### src/rtl/instruction_fetch_unit.sv
// instruction_fetch_unit: fetches instruction words over a req/ack memory port and hands them to the instruction register
// Ports: clock/reset (async, active-high); enable keeps fetching;
//   mem_req/mem_addr/mem_rdata/mem_ack form the memory read handshake;
//   IR_in/IRWrite/ir_pc carry the held word to the control unit, which accepts it with ir_ready;
//   pc is the next fetch address; redirect/redirect_pc retarget fetching;
//   fetch_count counts delivered words.
module instruction_fetch_unit #(
    parameter int ADDR_W = 16,
    parameter int INSTR_W = 16,
    parameter logic [ADDR_W-1:0] RESET_PC = '0
) (
    input  logic               clock,
    input  logic               reset,
    input  logic               enable,
    output logic               mem_req,
    output logic [ADDR_W-1:0]  mem_addr,
    input  logic [INSTR_W-1:0] mem_rdata,
    input  logic               mem_ack,
    output logic [INSTR_W-1:0] IR_in,
    output logic               IRWrite,
    input  logic               ir_ready,
    output logic [ADDR_W-1:0]  ir_pc,
    output logic [ADDR_W-1:0]  pc,
    input  logic               redirect,
    input  logic [ADDR_W-1:0]  redirect_pc,
    output logic [15:0]        fetch_count
);
    typedef enum logic [1:0] {IDLE, REQ, DELIVER} state_t;
    state_t state;
    logic flush;
    logic transfer;
    logic [ADDR_W-1:0] next_pc;
    assign transfer = IRWrite & ir_ready;
    assign next_pc = redirect ? redirect_pc : pc;
    always_ff @(posedge clock or posedge reset) begin
        if (reset) begin
            state       <= IDLE;
            pc          <= RESET_PC;
            mem_req     <= 1'b0;
            mem_addr    <= RESET_PC;
            IR_in       <= '0;
            IRWrite     <= 1'b0;
            ir_pc       <= '0;
            fetch_count <= '0;
            flush       <= 1'b0;
        end else begin
            if (redirect) pc <= redirect_pc;
            case (state)
                IDLE: begin
                    if (enable) begin
                        state    <= REQ;
                        mem_req  <= 1'b1;
                        mem_addr <= next_pc;
                    end
                end
                REQ: begin
                    if (mem_ack) begin
                        // a read that was redirected away is discarded and re-issued at the new pc
                        if (flush || redirect) begin
                            flush    <= 1'b0;
                            state    <= enable ? REQ : IDLE;
                            mem_req  <= enable;
                            mem_addr <= next_pc;
                        end else begin
                            IR_in   <= mem_rdata;
                            ir_pc   <= pc;
                            pc      <= pc + ADDR_W'(1);
                            state   <= DELIVER;
                            mem_req <= 1'b0;
                            IRWrite <= 1'b1;
                        end
                    end else if (redirect) begin
                        flush <= 1'b1;
                    end
                end
                DELIVER: begin
                    if (transfer) fetch_count <= fetch_count + 16'd1;
                    // an un-accepted word is dropped on redirect; an accepted one still counts
                    if (transfer || redirect) begin
                        IRWrite  <= 1'b0;
                        state    <= enable ? REQ : IDLE;
                        mem_req  <= enable;
                        mem_addr <= next_pc;
                    end
                end
                default: state <= IDLE;
            endcase
        end
    end
endmodule

### config.mk
export PLATFORM = sky130hd
export DESIGN_NAME = instruction_fetch_unit
export DESIGN_NICKNAME = d
export VERILOG_FILES = /design/src/rtl/instruction_fetch_unit.sv
export SDC_FILE = /design/constraint.sdc
export NUM_CORES = 1
export LEC_CHECK = 0
export ABC_CLOCK_PERIOD_IN_PS = 3100
export CAP_MARGIN = 20
export CORE_ASPECT_RATIO = 1.4
export CORE_MARGIN = 2
export CORE_UTILIZATION = 47
export CTS_CLUSTER_SIZE = 12
export DETAILED_ROUTE_END_ITERATION = 12
export GPL_TIMING_DRIVEN = 1
export PLACE_DENSITY = 0.8
export SYNTH_ARGS = -nofsm -noshare
export SYNTH_HDL_FRONTEND = slang
export SYNTH_SLANG_ARGS = --single-unit
### constraint.sdc
create_clock -name clock -period 3.1 [get_ports clock]
set_input_delay 0.62 -clock clock [delete_from_list [all_inputs] [get_ports clock]]
set_output_delay 0.62 -clock clock [all_outputs]
set_load 0.01 [all_outputs]
# ---- After elaboration in Yosys (flattened, before gate mapping)
# Index checks and enable logic that the tools add are counted.
dict set report totals {
  mem_bits_ro 0
  ram_bits 0
  mem_count 0
  regBits 85
  output_inout_bits 82
  latch_bits 0
  input_bits 38
}
dict set report op_classes {
  n_addsub 2
  n_div 0
  bitwise 2
  n_mux 27
  n_reduce_logical 13
  magnitude_cmp 0
  n_eq_ne 8
  shift 0
  mul 0
}
# op n
set ops {}
lappend ops {{2-to-1 mux 16 bit} 8}
lappend ops {{one-hot mux 16 bit (3 select lines)} 1}
lappend ops {{adder 16 x 1 -> 16 bit, second input constant} 2}
lappend ops {{2-to-1 mux 1 bit} 11}
lappend ops {{inequality test 2 bit, second input constant} 5}
lappend ops {{AND reduction 3 bit} 3}
lappend ops {{2-to-1 mux 2 bit} 4}
lappend ops {{AND reduction 4 bit} 2}
lappend ops {{one-hot mux 2 bit (3 select lines)} 1}
lappend ops {{AND reduction 5 bit} 1}
lappend ops {{nonzero test 2 bit} 2}
lappend ops {{one-hot mux 1 bit (3 select lines)} 1}
lappend ops {{nonzero test 3 bit} 1}
lappend ops {{== test 2 x 1 -> 1 bit, second input constant} 1}
lappend ops {{== test 2 bit, second input constant} 1}
lappend ops {{zero test 2 bit} 1}
lappend ops {{logical OR 1 bit} 2}
lappend ops {{inequality test 2 x 1 -> 1 bit, second input constant} 1}
lappend ops {{one-hot mux 1 bit (2 select lines)} 1}
lappend ops {{AND reduction 2 bit} 1}
lappend ops {{bitwise AND 1 bit} 1}
lappend ops {{NOT 1 bit} 1}

# ---- Logic depth before layout (Yosys ltp)
# Gate-level depths: netlist (run 1).
dict set report depth {
  depth_word 4
  mapped_depth 8
  ltp_nobuf 6
}

# ---- Least setup slack after synthesis (run 1)
# OpenSTA, ideal clock, no wires.
dict set report synth_timing {
  path_kind {reg2reg}
  from {reg state[1]}
  to {reg mem_addr[10]}
  n_path_buf 1
  required_time_ps 2975
  t_arrival_ps 1683
  stages_incl_launch_ff 8
  path_slack_ps 1292
  period_less_slack_ps 1808
  cell_sequence {dfrtp_1 > inv_1 > ha_1 > inv_2 > or3_4 > nand3_4 > buf_12 > mux2_4}
}
dict set report synth_between {
  elab_chain_len 3
  word_cells_on_any_way 10
  cone_classes {eq/ne: 6; mux: 1; reduce/logical: 3}
}
# element line
set synth_rtl {}
lappend synth_rtl {{start, declared} 29} ;# state_t state;
lappend synth_rtl {{start signal, assigned} 61} ;# state <= enable ? REQ : IDLE;
lappend synth_rtl {{start signal, assigned} 81} ;# state <= enable ? REQ : IDLE;
lappend synth_rtl {{== test 2 x 1 -> 1 bit, or another cell as far along} 48} ;# case (state)
lappend synth_rtl {{inequality test 2 bit (no line) / nonzero test 3 bit (equally long branches)} n/a}
lappend synth_rtl {{AND reduction 5 bit (no line)} n/a}
lappend synth_rtl {{end signal, assigned} 53} ;# mem_addr <= next_pc;
lappend synth_rtl {{end signal, assigned} 63} ;# mem_addr <= next_pc;
lappend synth_rtl {{end signal, assigned} 83} ;# mem_addr <= next_pc;
lappend synth_rtl {{end, declared} 16} ;# output logic [ADDR_W-1:0] mem_addr,
# Several ways; a longest one is shown, not always the timed one.
# A chain may end at the register's enable or synchronous reset.

# ---- Worst setup path after layout (run 1)
dict set report layout_timing {
  from {in redirect}
  to {reg mem_addr[1]}
}
dict set report layout_between {
  elab_chain_len 4
  word_cells_on_any_way 11
  cone_classes {eq/ne: 2; mux: 6; reduce/logical: 3}
}
# element line
set layout_rtl {}
lappend layout_rtl {{start, declared} 24} ;# input logic redirect,
lappend layout_rtl {{2-to-1 mux 16 bit} 34} ;# assign next_pc = redirect ? redirect_pc : pc;
lappend layout_rtl {{2-to-1 mux 16 bit} 59} ;# if (flush || redirect) begin
lappend layout_rtl {{2-to-1 mux 16 bit} 57} ;# if (mem_ack) begin
lappend layout_rtl {{one-hot mux 16 bit (3 select lines)} 48}
# Several ways; a longest one is shown, not always the timed one. The select of a mux whose other input is x is not followed.

==> results.md, run 1 <==
| Parameter | Value | Unit |
|:---|:---|:---|
| Outcome | complete, no violations | - |
| Cell types occupying the most area after synthesis | dfrtp_1 (53%), nand2_1 (9.6%), mux2_2 (5.6%) | - |
| Total global routing track utilization | 0.225 | - |
| Average cell area after synthesis | 10.5 | sq um |
| Number of rows in the core area | 39 | - |
| Final Skew | 5.06 | ps |
| # DRC | 0 | - |
| Leading register cell type out of synthesis | dfrtp_1 | - |
| Worst endpoint required time | 3310 | ps |
| Fraction of registers with async set or reset after synthesis | 1.00 | - |
| Area delta synth->final | 38.8 | % |
| Final total negative setup slack | 0 | ps |
| Cells after synthesis | 384 | - |
| Initial core utilization | 0.487 | - |
| Pre-Repair DR Iteration Count | 4 | - |
| Antenna violations before repair | 0 | - |
| Sum of overflow across all layers after global routing | 0 | - |
| Post-layout net count | 547 | - |
| Core Region | 8250 | sq um |
| Post-Syn Nets | 428 | - |
| Total power consumption of the routed design | 0.00470 | W |
| Start-to-end type of the worst setup path | in -> reg | - |
| Post-Syn Area | 4010 | sq um |
| Type of the most critical hold path | reg -> reg | - |
| Vias in the first global route | 3,240 | - |
| Number of warning messages in the yosys log | 0 | - |
| Hold Slack | 474 | ps |
| Number of violations reported at the end of detailed-routing iteration 0 | 216 | - |
| Die Footprint | 9310 | sq um |
| Total count of max-transition violations in the final report | 0 | - |
| Final count of hold timing violations | 0 | - |
| Critical Path End Type | flip-flop | - |
| Max Fclk | 460 | MHz |
| Io pins | 120 | - |
| Synth cell types | 51 | - |
| Number of nets with antenna violations after routing | 0 | - |
| Via count of the routed design | 3,273 | - |
| Average wire per standard cell | 16.2 | microns |
| Seq cells post-synth | 85 | - |
| Portion of synthesized cell area occupied by the leading cell type | 0.530 | - |
| Chip width | 82.1 | microns |
| Largest net degree at the start of global routing | 42 | - |
| Launching element type of the critical path | input port | - |
| Reported max-cap violation count | 0 | - |
| Clock tree from TritonCTS | done | - |
| Postcts setup bufs | 0 | - |
| Routed WL | 9860 | microns |
| Cell chosen for the clock root | clkbuf_16 | - |
| Maximum VDD drop | 0.646 | mV |
| Leak Pwr | 2.53 | nW |
| Number of enable-type register cells in the synthesized netlist | 0 | - |
| TritonCTS Sinks | 85 | - |
| Fraction of layout cells with a size suffix above 1 | 0.120 | - |
| Period minus WS final | 2170 | ps |
| Final setup violation count | 0 | - |
| CTS-repair resized insts | 0 | - |
| Cell type with the largest total area after synthesis | dfrtp_1 | - |
| Antenna cells | 0 | - |
| Worst-case clock buffer depth | 2 | - |
| Summed area of non-filler cells in the final layout | 5570 | sq um |
| Unrepaired setup endpoints after global routing | false | - |
| Register area share after synthesis | 0.530 | - |
| Fraction of the cycle the final worst path needs | 0.702 | - |
| Wire length of the first global-routing pass | 16,200 | microns |
| Die outline height | 113 | microns |
| Min-Delay Startpoint | fetch_count[15] | - |
| DP HPWL | 7090 | microns |
| Vias per cell | 5.37 | - |
| Arrival time of data at the critical path endpoint | 2390 | ps |
| Worst slew pin tran | 663 | ps |
| CTS clock-pin slew for the worst setup and hold paths | 60 | ps |
| Power density over cell area | 844 | nW/um^2 |
| Crit Path Max Fanout | 41 | - |
| Number of port buffers | 119 | - |
| Critical path origin | redirect | - |
| Final weighted congestion of routability-driven global placement | 0.846 | - |
| Htree depth | 3 | - |
| Launch instance of the worst register-to-register path | state[1] | - |
| Insertion delay to the later sink of the worst-skew pair | 330 | ps |
| Max_slew headroom | 0.557 | - |
| Number of hold buffers added after cts | 0 | - |
| Total CTS buffers | 9 | - |
| Post-Place Cell Area | 5310 | sq um |
-- worst max-delay path: stages --
cell             delay, ps
clkdlybuf4s50_1        650
buf_4                  430
mux2_2                 400
mux2_2                 270
-- routing by layer --
metal,share of wire,vias up,GRT usage,wire length [microns]
li1,-,1543,-,-
met1,0.41,1624,0.286,4010
met2,0.53,89,0.381,5260
met3,0.039,17,0.0271,385
met4,0.020,0,0.0956,196
met5,0,-,0,0
-- final cells by class --
class	count	area (sq um)
inverter	14	53.8
multi-input combinational	267	1750
fill	653	2680
timing repair buffer	126	1260
sequential	85	2130
tap	102	128
clock inverter	2	10.0
clock buffer	13	250
-- placed cells by master, fill, tap and decap left out, types with 2 or more instances in the layout --
cell type	n
nand2b_1	6
dfrtp_1	85
a21oi_1	5
mux2_4	10
nand4_1	8
nor4_1	2
ha_1	6
mux2_2	20
a31oi_1	2
nor3_1	4
nand2_1	103
buf_4	6
xor2_1	5
inv_1	12
o221ai_1	2
xnor2_1	12
o21ai_0	15
a221oi_1	3
nor2b_1	6
a211oi_1	2
clkinv_2	3
nor2_1	9
clkbuf_1	3
nand3_1	11
clkdlybuf4s50_1	119
a311oi_1	2
and3_1	11
and4_1	2
clkbuf_16	9
-- state kept, by name, indices dropped and copies added, names as in the netlist --
register     cells
pc              16
fetch_count     16
state            2
flush            1
mem_addr        16
ir_pc           16
IR_in           16
mem_req          1
IRWrite          1
-- synth_stat cells, drive strengths merged (2+ instances only) --
master and n:
nand2 103, dfrtp 85, and3 11, xor2 5, nor2 11, xnor2 12
and4 2, inv 14, nor3 5, a31oi 2, a311oi 2, nand3 12
buf 15, clkbuf 3, nor2b 6, ha 6, nand4 8, a221oi 3
a21oi 5, nor4 2, a211oi 2, o21ai 15, nand2b 7, o221ai 2
mux2 30
-- path summary, 6_finish.rpt --
path	slack (ps)	depth (start not counted)	to
worst max-delay path	930	4	mem_addr[1]
worst min-delay path	470	1	fetch_count[15]
worst max register to register	1020	6	mem_addr[1]
min in group asynchronous	680	2	IR_in[3]
max in group asynchronous	1750	3	fetch_count[12]
worst min register to register	470	1	fetch_count[15]
-- stage by stage --
step	setup WS, ps	utilization	instances
after floorplan	287	-	384
after global placement	674	0.644	594
after detailed placement	603	0.644	594
after CTS	937	0.675	609
after global routing	858	0.675	609
final	925	0.675	609
-- power breakdown --
part | switching [W] | leakage [nW] | internal [W] | total, W
registers | 0.000280 | 1.05 | 0.00150 | 0.00178
logic | 0.000828 | 1.34 | 0.00113 | 0.00196
clock network | 0.000404 | 0.129 | 0.000558 | 0.000962
-- logic make-up after synthesis --
family | Yosys count | share of synthesized area
buffers and inverters | 32 | 0.0402
xor gates and xnor gates | 17 | 0.0371
DFF | 85 | 0.530
and+or+nand+nor | 173 | 0.209
adders and majority gates | 6 | 0.0187
muxes | 30 | 0.0935
AOI/OAI and AO/OA | 41 | 0.0717
No activity file was read; power rests on OpenSTA's default activity.
==> run 2: changes to the inputs <==
--- a/config.mk
+++ b/config.mk
@@ -5,7 +5,7 @@
 export SDC_FILE = /design/constraint.sdc
 export NUM_CORES = 1
 export LEC_CHECK = 0
-export ABC_CLOCK_PERIOD_IN_PS = 3100
+export ABC_CLOCK_PERIOD_IN_PS = 2250
 export CAP_MARGIN = 20
 export CORE_ASPECT_RATIO = 1.4
 export CORE_MARGIN = 2
==> constraint.sdc (replaced) <==
create_clock -name clock -period 2.25 [get_ports clock]
set_input_delay 0.45 -clock clock [delete_from_list [all_inputs] [get_ports clock]]
set_output_delay 0.45 -clock clock [all_outputs]
set_load 0.01 [all_outputs]
==> results.md, run 2 (synthesis results as in run 1) <==
| Parameter | Value | Unit | Delta |
|:---|:---|:---|:---|
| Total CTS buffers | 9 | - | unchanged |
| Max_slew headroom | 0.636 | - | was 0.557 |
| # DRC | 0 | - | unchanged |
| Period minus WS final | 2090 | ps |  |
| Wire length of the first global-routing pass | 16,300 | microns | was 16,200 microns |
| Sum of overflow across all layers after global routing | 0 | - | unchanged |
| Worst-case clock buffer depth | 2 | - | unchanged |
| Placed cells | 597 | - | was 594 |
| Chip width | 82.1 | microns | unchanged |
| DP HPWL | 7180 | microns | was 7090 microns |
| Insertion delay to the later sink of the worst-skew pair | 330 | ps | about the same |
| Power density over cell area | 1170 | nW/um^2 | was 844 nW/um^2 |
| Io pins | 120 | - | unchanged |
| Largest net degree at the start of global routing | 45 | - | was 42 |
| Arrival time of data at the critical path endpoint | 2310 | ps | was 2390 ps |
| Stage delay of the slowest cell on the critical path | 430 | ps | was 650 ps |
| CTS clock-pin slew for the worst setup and hold paths | 60 | ps | about the same |
| Post-layout net count | 550 | - | was 547 |
| Fraction of met3 tracks used by global routing | 0.0407 | - | was 0.0271 |
| TritonCTS Sinks | 85 | - | unchanged |
| Htree depth | 3 | - | unchanged |
| Number of nets with antenna violations after routing | 0 | - | unchanged |
| Type of the most critical hold path | reg -> reg | - | unchanged |
| CTS-repair resized insts | 0 | - | unchanged |
| GR Layer Usage met2 | 0.378 | - | was 0.381 |
| Number of violations reported at the end of detailed-routing iteration 0 | 184 | - | was 216 |
| Critical Path End Type | flip-flop | - | unchanged |
| Via count of the routed design | 3,277 | - | was 3,273 |
| Outcome | complete, no violations | - | unchanged |
| Unrepaired setup endpoints after global routing | false | - | unchanged |
| Pre-Repair DR Iteration Count | 4 | - | unchanged |
| Depth of the worst hold-timing path | 2 | - | was 1 |
| Launch instance of the worst register-to-register path | state[1] | - | unchanged |
| Worst min-delay path endpoint | IR_in[10] | - | was fetch_count[15] |
| Reg2Reg Depth | 6 | - | unchanged |
| Final weighted congestion of routability-driven global placement | 0.849 | - | was 0.846 |
| Final count of hold timing violations | 0 | - | unchanged |
| Vias in the first global route | 3,352 | - | was 3,240 |
| Cell chosen for the clock root | clkbuf_16 | - | unchanged |
| Number of port buffers | 119 | - | unchanged |
| Total global routing track utilization | 0.227 | - | was 0.225 |
| Average wire per standard cell | 15.9 | microns | was 16.2 microns |
| Number of hold buffers added after cts | 0 | - | unchanged |
| Postcts setup bufs | 0 | - | unchanged |
| Reg2reg end | mem_addr[1] | - | unchanged |
| Commonest cells after routing, fill and taps aside | clkdlybuf4s50_1 (119), nand2_1 (103), dfrtp_1 (85), mux2_2 (20), o21ai_0 (15) | - | unchanged |
| Worst slew pin tran | 545 | ps | was 663 ps |
| Die Footprint | 9310 | sq um | unchanged |
| Most common library cell in the layout ignoring fill and taps | clkdlybuf4s50_1 | - | unchanged |
| Max Fclk | 478 | MHz |  |
| Vias per cell | 5.35 | - | was 5.37 |
| Routed WL | 9770 | microns | was 9860 microns |
| Global-route met1 utilization | 0.283 | - | was 0.286 |
| Final cell utilization of the core | 0.687 | - | was 0.675 |
| Min-Delay Startpoint | IR_in[10] | - | was fetch_count[15] |
| Final setup violation count | 0 | - | unchanged |
| Final Skew | 3.62 | ps | was 5.06 ps |
| Start-to-end type of the worst setup path | reg -> reg | - | was in -> reg |
| Worst endpoint required time | 2470 | ps | was 3310 ps |
| Core Region | 8250 | sq um | unchanged |
| Initial core utilization | 0.487 | - | unchanged |
| Cell type of the slowest stage on the worst timing path | dfrtp_1 | - | was clkdlybuf4s50_1 |
| Number of rows in the core area | 39 | - | unchanged |
| Fraction of layout cells with a size suffix above 1 | 0.129 | - | was 0.120 |
| Clock tree from TritonCTS | done | - | unchanged |
| Crit Path Max Fanout | 16 | - | was 41 |
| Fraction of the cycle the final worst path needs | 0.929 | - |  |
| Final total negative setup slack | 0 | ps | unchanged |
| Non-filler cells, final | 613 | - | was 609 |
| Total count of max-transition violations in the final report | 0 | - | unchanged |
| Die outline height | 113 | microns | unchanged |
| Reported max-cap violation count | 0 | - | unchanged |
| Antenna violations before repair | 0 | - | unchanged |
| Maximum VDD drop | 0.840 | mV | was 0.646 mV |
| Global-route layer with the greatest usage | met2 | - | unchanged |
| Leak Pwr | 2.56 | nW | was 2.53 nW |
| Area delta synth->final | 41.2 | % | was 38.8% |
| Cells traversed along the worst timing path | inv_1 > ha_1 > inv_2 > or3_4 > nand3_4 > mux2_2 | - | was clkdlybuf4s50_1 > buf_4 > mux2_2 > mux2_2 |
| Launching element type of the critical path | flip-flop | - | was input port |
| Hold Slack | 474 | ps | about the same |
| Antenna cells | 0 | - | unchanged |
| R2R setup slack | 160 | ps | was 1020 ps |
-- run 2: through the flow --
step           total power [W]  setup slack, ps  instance area (sq um)
2_1_floorplan          0.00385              442                   4020
3_5_place_dp           0.00522             33.0                   5370
3_3_place_gp           0.00512             99.0                   5370
4_1_cts                0.00671              169                   5670
5_1_grt                0.00703             63.6                   5670
6_report               0.00664              159                   5670
-- run 2: cell type report --
class	instances	area, sq um
Inverter	14	56.3
Clock buffer	12	246
Multi-Input combinational cell	267	1750
Clock inverter	4	47.5
Timing Repair Buffer	129	1320
Fill cell	636	2580
Tap cell	102	128
Sequential cell	85	2130
-- run 2: critical path: cells and delay by family, from the launching register on --
family / cells / cell delay [ps]
simple gates: 2 / 660
flops: 1 / 430
mux: 1 / 380
fa+ha+maj: 1 / 300
buf+inv: 2 / 200
-- run 2: per-layer routing --
layer	up-vias	share of wire	routed length, microns
met5	-	0	0
met4	0	0.028	278
met2	105	0.52	5100
met3	22	0.043	424
met1	1596	0.41	3970
li1	1554	-	-
-- run 2: where the power goes --
part	switching [W]	internal (W)
sequential	0.000385	0.00206
combinational	0.00115	0.00159
clock	0.000571	0.000886
-- run 2: worst max path at each step --
stage                  start           end  slack [ps]  cells past startpoint
finish              state[1]   mem_addr[1]         160                      6
global route        state[1]   mem_addr[1]          60                      6
CTS                 state[1]   mem_addr[1]         170                      6
detailed placement  redirect  mem_addr[10]          30                      5
global placement    redirect        pc[14]         100                      5
floorplan           state[1]  mem_addr[10]         440                      7
==> run 3: changes to the inputs <==
--- a/config.mk
+++ b/config.mk
@@ -13,6 +13,7 @@
 export CTS_CLUSTER_SIZE = 12
 export DETAILED_ROUTE_END_ITERATION = 12
 export GPL_TIMING_DRIVEN = 1
+export HOLD_SLACK_MARGIN = 0.12
 export PLACE_DENSITY = 0.8
 export SYNTH_ARGS = -nofsm -noshare
 export SYNTH_HDL_FRONTEND = slang
==> results of run 3 <==
The final DEF is identical to that of run 2; final timing and power are the same.
